===== config.mk =====
export PLATFORM = sky130hd
export DESIGN_NAME = unidade_controle_multiciclo
export DESIGN_NICKNAME = d
export VERILOG_FILES = /design/src/rtl/unidade_controle_multiciclo.sv
export SDC_FILE = /design/constraint.sdc
export NUM_CORES = 1
export LEC_CHECK = 0
export ABC_CLOCK_PERIOD_IN_PS = 1990
export CELL_PAD_IN_SITES_DETAIL_PLACEMENT = 0
export CELL_PAD_IN_SITES_GLOBAL_PLACEMENT = 1
export CORE_AREA = 2 2 61 63
export CTS_BUF_LIST = sky130_fd_sc_hd__clkbuf_16
export DETAILED_ROUTE_END_ITERATION = 10
export DIE_AREA = 0 0 63 65
export GPL_TIMING_DRIVEN = 0
export PLACE_DENSITY = 0.88
export SLEW_MARGIN = 20
export SYNTH_ARGS = -nofsm -noshare
export SYNTH_HDL_FRONTEND = slang
export SYNTH_SLANG_ARGS = --single-unit

===== constraint.sdc =====
create_clock -name clk -period 1.99 [get_ports clk]
set_clock_uncertainty 0.05 [all_clocks]
set_input_delay 0.398 -clock clk [delete_from_list [all_inputs] [get_ports clk]]
set_output_delay 0.398 -clock clk [all_outputs]
set_load 0.01 [all_outputs]

===== src/rtl/unidade_controle_multiciclo.sv =====
// Multicycle RV32I control unit: Moore FSM sequencing FETCH/DECODE/EXECUTE/MEM/WB
// with a memory ready handshake and a sticky trap for unsupported encodings.
module unidade_controle_multiciclo #(
    parameter logic [3:0] RESET_STATE = 4'd0
) (
    input  logic       clk,
    input  logic       rst_n,
    input  logic [6:0] opcode,
    input  logic [2:0] funct3,
    input  logic [6:0] funct7,
    input  logic       zero,
    input  logic       alu_lsb,
    input  logic       mem_ready,
    output logic       pc_write,
    output logic       ir_write,
    output logic       adr_src,
    output logic       mem_read,
    output logic       mem_write,
    output logic       reg_write,
    output logic [1:0] result_src,
    output logic [1:0] alu_src_a,
    output logic [1:0] alu_src_b,
    output logic [3:0] alu_control,
    output logic [2:0] imm_src,
    output logic [3:0] state,
    output logic       illegal_instr,
    output logic       instr_done
);

    typedef enum logic [3:0] {
        FETCH    = 4'd0,
        DECODE   = 4'd1,
        MEMADR   = 4'd2,
        MEMREAD  = 4'd3,
        MEMWB    = 4'd4,
        MEMWRITE = 4'd5,
        EXEC_R   = 4'd6,
        ALUWB    = 4'd7,
        EXEC_I   = 4'd8,
        JAL      = 4'd9,
        BRANCH   = 4'd10,
        ILLEGAL  = 4'd11
    } state_t;

    typedef enum logic [3:0] {
        ALU_AND  = 4'b0000,
        ALU_OR   = 4'b0001,
        ALU_ADD  = 4'b0010,
        ALU_SLL  = 4'b0011,
        ALU_XOR  = 4'b0100,
        ALU_SRL  = 4'b0101,
        ALU_SUB  = 4'b0110,
        ALU_SLT  = 4'b0111,
        ALU_SLTU = 4'b1000
    } alu_op_t;

    localparam logic [6:0] OP_LOAD   = 7'b0000011;
    localparam logic [6:0] OP_STORE  = 7'b0100011;
    localparam logic [6:0] OP_R      = 7'b0110011;
    localparam logic [6:0] OP_I      = 7'b0010011;
    localparam logic [6:0] OP_JAL    = 7'b1101111;
    localparam logic [6:0] OP_JALR   = 7'b1100111;
    localparam logic [6:0] OP_BRANCH = 7'b1100011;

    state_t cur_state, nxt_state;

    logic       pcw_c, irw_c, adr_c, mrd_c, mwr_c, rw_c, ill_c, done_c;
    logic [1:0] rs_c, sa_c, sb_c;
    alu_op_t    ac_c;
    logic       f7b5;
    logic       sra_sel;
    logic       unused_funct7;

    assign f7b5          = funct7[5];
    assign sra_sel       = (funct3 == 3'b101) && f7b5;
    assign unused_funct7 = ^{funct7[6], funct7[4:0]};

    function automatic alu_op_t arith_op(input logic [2:0] f3, input logic sub);
        alu_op_t op;
        case (f3)
            3'b000:  op = sub ? ALU_SUB : ALU_ADD;
            3'b001:  op = ALU_SLL;
            3'b010:  op = ALU_SLT;
            3'b011:  op = ALU_SLTU;
            3'b100:  op = ALU_XOR;
            3'b101:  op = ALU_SRL;
            3'b110:  op = ALU_OR;
            default: op = ALU_AND;
        endcase
        return op;
    endfunction

    always_ff @(posedge clk or negedge rst_n) begin
        if (!rst_n) cur_state <= state_t'(RESET_STATE);
        else        cur_state <= nxt_state;
    end

    always_comb begin
        nxt_state = cur_state;
        pcw_c     = 1'b0;
        irw_c     = 1'b0;
        adr_c     = 1'b0;
        mrd_c     = 1'b0;
        mwr_c     = 1'b0;
        rw_c      = 1'b0;
        ill_c     = 1'b0;
        done_c    = 1'b0;
        rs_c      = 2'b00;
        sa_c      = 2'b00;
        sb_c      = 2'b00;
        ac_c      = ALU_AND;

        case (cur_state)
            FETCH: begin
                mrd_c = 1'b1;
                sb_c  = 2'b10;
                ac_c  = ALU_ADD;
                rs_c  = 2'b10;
                pcw_c = mem_ready;
                irw_c = mem_ready;
                if (mem_ready) nxt_state = DECODE;
            end
            DECODE: begin
                sa_c = 2'b01;
                sb_c = 2'b01;
                ac_c = ALU_ADD;
                case (opcode)
                    OP_LOAD, OP_STORE: nxt_state = MEMADR;
                    OP_R:              nxt_state = EXEC_R;
                    OP_I:              nxt_state = EXEC_I;
                    OP_JAL:            nxt_state = JAL;
                    OP_BRANCH:         nxt_state = BRANCH;
                    default:           nxt_state = ILLEGAL;
                endcase
            end
            MEMADR: begin
                sa_c      = 2'b10;
                sb_c      = 2'b01;
                ac_c      = ALU_ADD;
                nxt_state = (opcode == OP_LOAD) ? MEMREAD : MEMWRITE;
            end
            MEMREAD: begin
                adr_c = 1'b1;
                mrd_c = 1'b1;
                if (mem_ready) nxt_state = MEMWB;
            end
            MEMWB: begin
                rs_c      = 2'b01;
                rw_c      = 1'b1;
                done_c    = 1'b1;
                nxt_state = FETCH;
            end
            MEMWRITE: begin
                adr_c  = 1'b1;
                mwr_c  = 1'b1;
                done_c = mem_ready;
                if (mem_ready) nxt_state = FETCH;
            end
            EXEC_R: begin
                sa_c      = 2'b10;
                ac_c      = arith_op(funct3, f7b5);
                nxt_state = sra_sel ? ILLEGAL : ALUWB;
            end
            EXEC_I: begin
                sa_c      = 2'b10;
                sb_c      = 2'b01;
                ac_c      = arith_op(funct3, 1'b0);
                nxt_state = sra_sel ? ILLEGAL : ALUWB;
            end
            ALUWB: begin
                rw_c      = 1'b1;
                done_c    = 1'b1;
                nxt_state = FETCH;
            end
            JAL: begin
                // ALUOut still holds the target from DECODE; ALU now forms OldPC+4 for rd
                sa_c      = 2'b01;
                sb_c      = 2'b10;
                ac_c      = ALU_ADD;
                pcw_c     = 1'b1;
                nxt_state = ALUWB;
            end
            BRANCH: begin
                sa_c      = 2'b10;
                done_c    = 1'b1;
                nxt_state = FETCH;
                case (funct3)
                    3'b000: begin ac_c = ALU_SUB;  pcw_c = zero;     end
                    3'b001: begin ac_c = ALU_SUB;  pcw_c = !zero;    end
                    3'b100: begin ac_c = ALU_SLT;  pcw_c = alu_lsb;  end
                    3'b101: begin ac_c = ALU_SLT;  pcw_c = !alu_lsb; end
                    3'b110: begin ac_c = ALU_SLTU; pcw_c = alu_lsb;  end
                    3'b111: begin ac_c = ALU_SLTU; pcw_c = !alu_lsb; end
                    default: begin
                        done_c    = 1'b0;
                        nxt_state = ILLEGAL;
                    end
                endcase
            end
            ILLEGAL: begin
                ill_c     = 1'b1;
                nxt_state = ILLEGAL;
            end
            default: nxt_state = FETCH;
        endcase
    end

    always_comb begin
        case (opcode)
            OP_LOAD, OP_I, OP_JALR: imm_src = 3'b000;
            OP_STORE:               imm_src = 3'b001;
            OP_BRANCH:              imm_src = 3'b010;
            OP_JAL:                 imm_src = 3'b011;
            default:                imm_src = 3'b000;
        endcase
    end

    // Enables are forced low while reset is held, since FETCH would otherwise strobe memory
    assign pc_write      = pcw_c  & rst_n;
    assign ir_write      = irw_c  & rst_n;
    assign mem_read      = mrd_c  & rst_n;
    assign mem_write     = mwr_c  & rst_n;
    assign reg_write     = rw_c   & rst_n;
    assign illegal_instr = ill_c  & rst_n;
    assign instr_done    = done_c & rst_n;

    assign adr_src     = adr_c;
    assign result_src  = rs_c;
    assign alu_src_a   = sa_c;
    assign alu_src_b   = sb_c;
    assign alu_control = ac_c;
    assign state       = cur_state;

endmodule


==> impl_metrics.sql <==
INSERT INTO impl_metrics (metric_group, metric, value, unit) VALUES
('critical_path', 'critical_path_arrival', '1.63', 'ns'),
('sta', 'setup_viol_count_final', '6', ''),
('floorplanning', 'chipWidth', '63', 'um'),
('cells_and_area', 'utilization', '45.6', '%'),
('critical_path', 'worst-path-max-fanout', '7', ''),
('synth', 'synthesis.area', '826', 'um^2'),
('global_routing', 'grt_remaining_overflow', '0', ''),
('cells_and_area', 'fill_cells', '364', ''),
('drt', 'drt_pass_1_iters', '4', ''),
('cells_and_area', 'design_area', '0.00159', 'mm^2'),
('critical_path', 'critPathCaptureType', 'output port', ''),
('synth', 'synth.yosys.warnings', '0', ''),
('sta', 'fmaxAchievable', '0.481', 'GHz'),
('sta', 'post-route-worst-setup-slack', '-0.0896', 'ns'),
('sta', 'hold_violations', '0', ''),
('drt', 'drc', '0', ''),
('sta', 'rsz0062_at_grt', 'yes', ''),
('clock_tree', 'cts.hold.buffers_added', '0', ''),
('critical_path', 'regToRegSetupSlack', '0.42', 'ns'),
('placement', 'input_output_buffers', '37', ''),
('drt', 'initialDrtViolationCount', '45', ''),
('critical_path', 'path_class', 'reg2out', ''),
('floorplanning', 'die_area', '0.00410', 'mm^2'),
('pwr', 'leakagePower', '0.692', 'nW'),
('placement', 'placement.cell_area', '0.00126', 'mm^2'),
('floorplanning', 'die_height', '65', 'um'),
('drt', 'post_drt_wl_per_cell', '14.5', 'um'),
('critical_path', 'sort_of_element_at_the_start_of_the_critical_path', 'flip-flop', ''),
('cells_and_area', 'ff_latch_area', '104', 'um^2'),
('sta', 'timing.final.crit_period', '2.08', 'ns'),
('synth', 'synth_nets', '148', ''),
('clock_tree', 'clk_latency', '0.22', 'ns'),
('clock_tree', 'max-clock-path-buffers', '2', ''),
('drt', 'finalWirelength', '3.33', 'mm'),
('run_status', 'run_status', 'complete, but fails checks', ''),
('cells_and_area', 'layout.cells.non_filler', '229', ''),
('clock_tree', 'cts.sinks', '4', ''),
('cells_and_area', 'final_nets', '205', ''),
('synth', 'post_synth_num_cell_types', '42', ''),
('placement', 'dp_hpwl', '2.05', 'mm'),
('drt', 'ant_nets', '0', ''),
('cells_and_area', 'drive_above_1_share', '39.2', '%'),
('global_routing', 'grt.total_usage', '15.5', '%'),
('flow_run', 'max_cap_viol_count', '0', ''),
('synth', 'synth_most_common_cell', 'clkbuf_1', ''),
('floorplanning', 'top_level_ports', '47', ''),
('synth', 'synth.largest_area_cell', 'dfrtp_1', ''),
('clock_tree', 'h-tree-depth', '1', ''),
('synth', 'synth.top_cells.by_area', 'dfrtp_1 12%, nor2b_1 7.6%, clkbuf_1 5.0%, o21ai_0 4.8%, and3_1 4.5%', ''),
('drt', 'vias', '1193', ''),
('floorplanning', 'initial_core_util', '23.6', '%'),
('clock_tree', 'cts_root_buffer', 'clkbuf_16', ''),
('synth', 'number_of_synthesized_flops_with_an_enable_pin', '0', ''),
('synth', 'postSynthAreaPerCell', '6.55', 'um^2'),
('synth', 'synth_top_area_share', '12.1', '%'),
('placement', 'weighted_congestion_reported_at_the_end_of_routability_driven_placement', '0.857', ''),
('cells_and_area', 'area_growth', '92.9', '%'),
('sta', 'timing.final.crit_share', '105', '%'),
('cells_and_area', 'multi_input_logic_area', '810', 'um^2'),
('synth', 'yosysSeqAreaShare', '12.1', '%'),
('pwr', 'power_density', '1430', 'mW/mm^2'),
('clock_tree', 'cts_buffers', '3', ''),
('synth', 'syn-instance-count', '126', ''),
('sta', 'final_max_slew_viol_count', '0', ''),
('synth', 'ys_async_sr_fraction', '100', '%'),
('floorplanning', 'core', '0.00350', 'mm^2'),
('synth', 'ys_ff_latch', '4', ''),
('floorplanning', 'placement_rows', '22', ''),
('run_status', 'violations', 'setup timing', ''),
('cells_and_area', 'largest_register_ffs', '4', ''),
('global_routing', 'initial_antenna_violation_count', '0', ''),
('critical_path', 'crit_required', '1.54', 'ns'),
('pwr', 'vdd_ir_max', '1090', 'uV'),
('global_routing', 'global_route_wire_length_before_repair', '5.09', 'mm'),
('synth', 'ys_top_cells_by_count', '11 x clkbuf_1, 10 x nor2b_1, 9 x nand2_1', ''),
('global_routing', 'grt_start_max_net_pins', '12', ''),
('clock_tree', 'clkSlewWorstSetupHoldPaths', '0.03', 'ns'),
('cells_and_area', 'antenna_cells_inserted', '0', ''),
('sta', 'fin_hold_ws', '0.154', 'ns'),
('global_routing', 'first_global_vias', '1109', ''),
('clock_tree', 'cts_tree', 'yes', ''),
('hold_path', 'min-delay-path-class', 'in2async', ''),
('placement', 'placed_cells_incl_taps', '211', ''),
('drt', 'post_drt_via_cell_ratio', '5.21', ''),
('synth', 'ys_flop_type', 'dfrtp_1', '');
[metal layers]
metal / vias up / routed length, um / global-route usage (%)
li1: 579 / - / -
met1: 560 / 1400 / 18.6
met2: 45 / 1660 / 25.8
met3: 9 / 203 / 3.30
met4: 0 / 70 / 8.33
met5: - / 0 / 0
[cells by family (layout without fill, tap and decap cells)]
| logic type | Yosys count | count (layout) | share of synthesized area [%] |
|---|---|---|---|
| XOR/XNOR | 4 | 4 | 4.24 |
| other | 1 | 1 | 0.454 |
| flip-flops | 4 | 4 | 12.1 |
| buffers and inverters | 15 | 70 | 7.27 |
| AO/OA/AOI/OAI | 42 | 42 | 35.8 |
| AND/OR/NAND/NOR | 60 | 60 | 40.2 |
[cell type report]
type	instances	area share, %
multi-input cells	107	50.8
repair buffers	53	26.2
plain buffers	11	7.31
flip-flops and latches	4	6.52
clock buffers	3	4.71
well taps	48	3.77
inverters	3	0.707
[path summary, 6_finish.rpt]
| kind | depth (start not counted) | start | endpoint |
|---|---|---|---|
| setup / recovery | 6 | state[2]$_DFFE_PN0P_ | alu_control[0] |
| hold / removal | 1 | rst_n | state[1]$_DFFE_PN0P_ |
| setup reg to reg | 3 | state[0]$_DFFE_PN0P_ | state[2]$_DFFE_PN0P_ |
| hold reg to reg | 3 | state[0]$_DFFE_PN0P_ | state[1]$_DFFE_PN0P_ |
| max in group asynchronous | 1 | rst_n | state[0]$_DFFE_PN0P_ |
| min in group clk | 2 | mem_ready | state[0]$_DFFE_PN0P_ |
[worst max-delay path, stage by stage (launching register included)]
cell	delay, ns
dfrtp_2	0.40
buf_6	0.14
and3b_2	0.24
o21bai_4	0.18
nor2_1	0.07
o31a_1	0.24
buf_2	0.14
[power by group]
group          internal (mW)  switching, mW  total (mW)
registers              0.128         0.0602       0.188
clock network          0.256         0.0518       0.308
logic                  0.884          0.891        1.77
total                   1.27           1.00        2.27
[per-stage QoR]
stage / setup TNS (ns) / total power [mW] / worst slack, ns
after floorplan: 0 / 0.915 / 0.0568
after global placement: -9.03 / 1.45 / -0.742
after detailed placement: -9.00 / 1.45 / -0.729
after CTS: -0.208 / 2.06 / -0.100
after global routing: -0.866 / 2.42 / -0.174
final: -0.344 / 2.27 / -0.0896
[what timing repair did]
action,CTS,global route
gates resized for setup,100,38
setup buffers,11,5
pin swaps,8,13
cloned,1,0
setup endpoints to repair,23,15
[cell usage in the layout (no fill, tap or decap), drive strengths merged, types with 3 or more instances in the layout]
| master | Yosys | routed |
|---|---|---|
| a21oi | 6 | 6 |
| and3 | 6 | 6 |
| buf | 1 | 29 |
| clkbuf | 11 | 16 |
| clkdlybuf4s50 | 0 | 9 |
| dfrtp | 4 | 4 |
| dlygate4sd2 | 0 | 11 |
| inv | 3 | 3 |
| nand2 | 9 | 9 |
| nand2b | 6 | 6 |
| nand3 | 4 | 4 |
| nor2 | 8 | 8 |
| nor2b | 10 | 10 |
| nor3 | 7 | 7 |
| o21ai | 8 | 8 |
| o31ai | 4 | 4 |
| or3 | 3 | 3 |
| xor2 | 3 | 3 |
Power figures use the tool's default switching activity.
==> edit: new RTL, same flow settings <==
Reset style: synchronous (`rst_n`), changed in one clocked block.
--- a/src/rtl/unidade_controle_multiciclo.sv
+++ b/src/rtl/unidade_controle_multiciclo.sv
@@ -90,7 +90,7 @@
         return op;
     endfunction
 
-    always_ff @(posedge clk or negedge rst_n) begin
+    always_ff @(posedge clk) begin
         if (!rst_n) cur_state <= state_t'(RESET_STATE);
         else        cur_state <= nxt_state;
     end
Formal check against the unedited RTL: differs if rst_n is asserted again (counterexample within 4 cycles, from zero or initial values and one cycle with rst_n low); with rst_n held inactive, the same outputs for 10 cycles.
==> edit against the unedited design <==
  * Sequential cell count unchanged
  * Core utilization about the same
  * Power decreased by 8.8%
  * Routed wire length decreased by 4.4%
  * Area after synthesis increased by 5.6%
  * Count of clock-buffer cells in the layout unchanged
  * Via count increased by 1.3%
  * Register-to-register slack improved by 0.02 ns
  * Final area about the same
  * Worst setup slack improved by 0.11 ns
  * Clock power about the same
  * Critical path type is now in -> out
  * Largest power group unchanged
==> edit: results (changes against the unedited design) <==
* Outcome: complete, no violations
* Maximum VDD drop at 0.606 mV (-45%)
* Placed insts at 219 (+3.8%)
* M3 GR Usage at 3.65% (+0.35 points)
* Critical Path Slowest Stage Cell: dlygate4sd2_1
* Placed inst area at 0.00130 sq mm (+3.1%)
* Most used DFF post-synth: dfxtp_1
* Non-CTS buffers at 63 (-1.6%)
* RD Place Congestion at 0.849 (-0.96%)
* Total GRT Usage at 14.9% (-0.61 points)
* Signal buf overhead at 33.8% (+0.29 points)
* NumNets Final at 211 (+2.9%)
* Top Family by Delay on Critical Path: buffers and inverters
* Layout cells sized above 1 at 33.2% (-6.1 points)
* Top cells by area, synth: dfxtp_1 9.2%, nor2_1 6.9%, o21ai_0 6.3%
* Met2 usage at 25.0% (-0.80 points)
* Largest net degree at the start of global routing at 11 (-1)
* Vias in the first global route at 1,118 (+0.81%)
* Sequential area share after synthesis at 9.18% (-2.9 points)
* Multi-input gates at 113 (+5.6%)
* Seq. cell area at 90.1 sq um (-13%)
* Setup slack, reg-to-reg at 0.44 ns (+0.02 ns)
* Hold path startpoint: mem_ready
* Via Count at 1,209 (+1.3%)
* Netlist cell types at 43 (+2.4%)
* Pleak at 0.710 nW (+2.5%)
* Worst reg2reg path depth at 5 (+2)
* Dpl ws at -0.744 ns (-0.0153 ns)
* Grt met1 use at 18.8% (+0.15 points)
* Via density at 5.14 (-1.2%)
* Syn avg cell area at 6.51 sq um (-0.70%)
* Mapped Nets at 156 (+5.4%)
* Hold slack at 0.625 ns (+0.471 ns)
* Hold Crit Class: in -> reg
* FFs w/ async S/R, synth at 0% (-100 points)
* DP HPWL at 2.16 mm (+5.8%)
* DR iter-0 viols at 18 (-60%)
* Drt total wl at 3.18 mm (-4.4%)
* Worst r2r dst: state[2]
* Area delta synth->final at 82.8%
* Net Sw Frac at 43.8% (-0.36 points)
* Fraction of area in multi-input gates at 50.9% (+0.12 points)
* Top cells by count, synth: 16 x nor2_1, 11 x nand2_1, 11 x o21ai_0
* Worst r2r src: state[0]
[edit: cell count changes after synthesis, moves of 3 or more]
cell / unedited run / this run
nor2_1: 8 / 16
buf_2: 0 / 6
clkbuf_1: 11 / 5
dfrtp_1: 4 / 0
dfxtp_1: 0 / 4
nand3_1: 4 / 0
and3_1: 6 / 3
nor2b_1: 10 / 7
nor3_1: 7 / 10
o21a_1: 1 / 4
o21ai_0: 8 / 11
o31ai_1: 4 / 1
[edit: cell families (layout without fill, tap and decap cells)]
kind of cell    after synthesis  count (layout)  synth area share, %
xor+xnor                      6               6                 6.03
compound gates               41              41                 32.1
simple gates                 65              65                 43.2
other cells                   1               1                0.430
flops                         4               4                 9.18
buf+inv                      17              70                 9.04
[edit: repair_timing]
action / 4_1_cts / 5_1_grt
setup buffers: 7 / 5
setup endpoints to repair: 20 / 12
resized for setup: 66 / 40
gates cloned: 1 / 0
pin swaps: 2 / 9
[edit: routing by layer]
metal	wire length, um	share of wire (%)
met4	29	0.91
met2	1610	51
met3	178	5.6
met5	0	0
met1	1370	43
[edit: worst max-delay path by stage]
stage / from / to / slack [ns] / cells past startpoint
after floorplan: state[1] / alu_control[2] / 0.15 / 4
after global placement: funct3[2] / pc_write / -0.71 / 6
after detailed placement: funct3[2] / pc_write / -0.74 / 6
after CTS: alu_lsb / pc_write / -0.20 / 6
after global routing: state[1] / alu_control[2] / -0.07 / 6
final: funct3[2] / pc_write / 0.02 / 7
[edit: power by group through the flow]
stage | clock network, W | logic, W | registers [W]
floorplan | 0 | 0.000784 | 0.000166
global route | 0.000321 | 0.00171 | 0.000192
CTS | 0.000315 | 0.00145 | 0.000181
finish | 0.000308 | 0.00158 | 0.000189
detailed placement | 0 | 0.00138 | 0.000158
global placement | 0 | 0.00138 | 0.000158
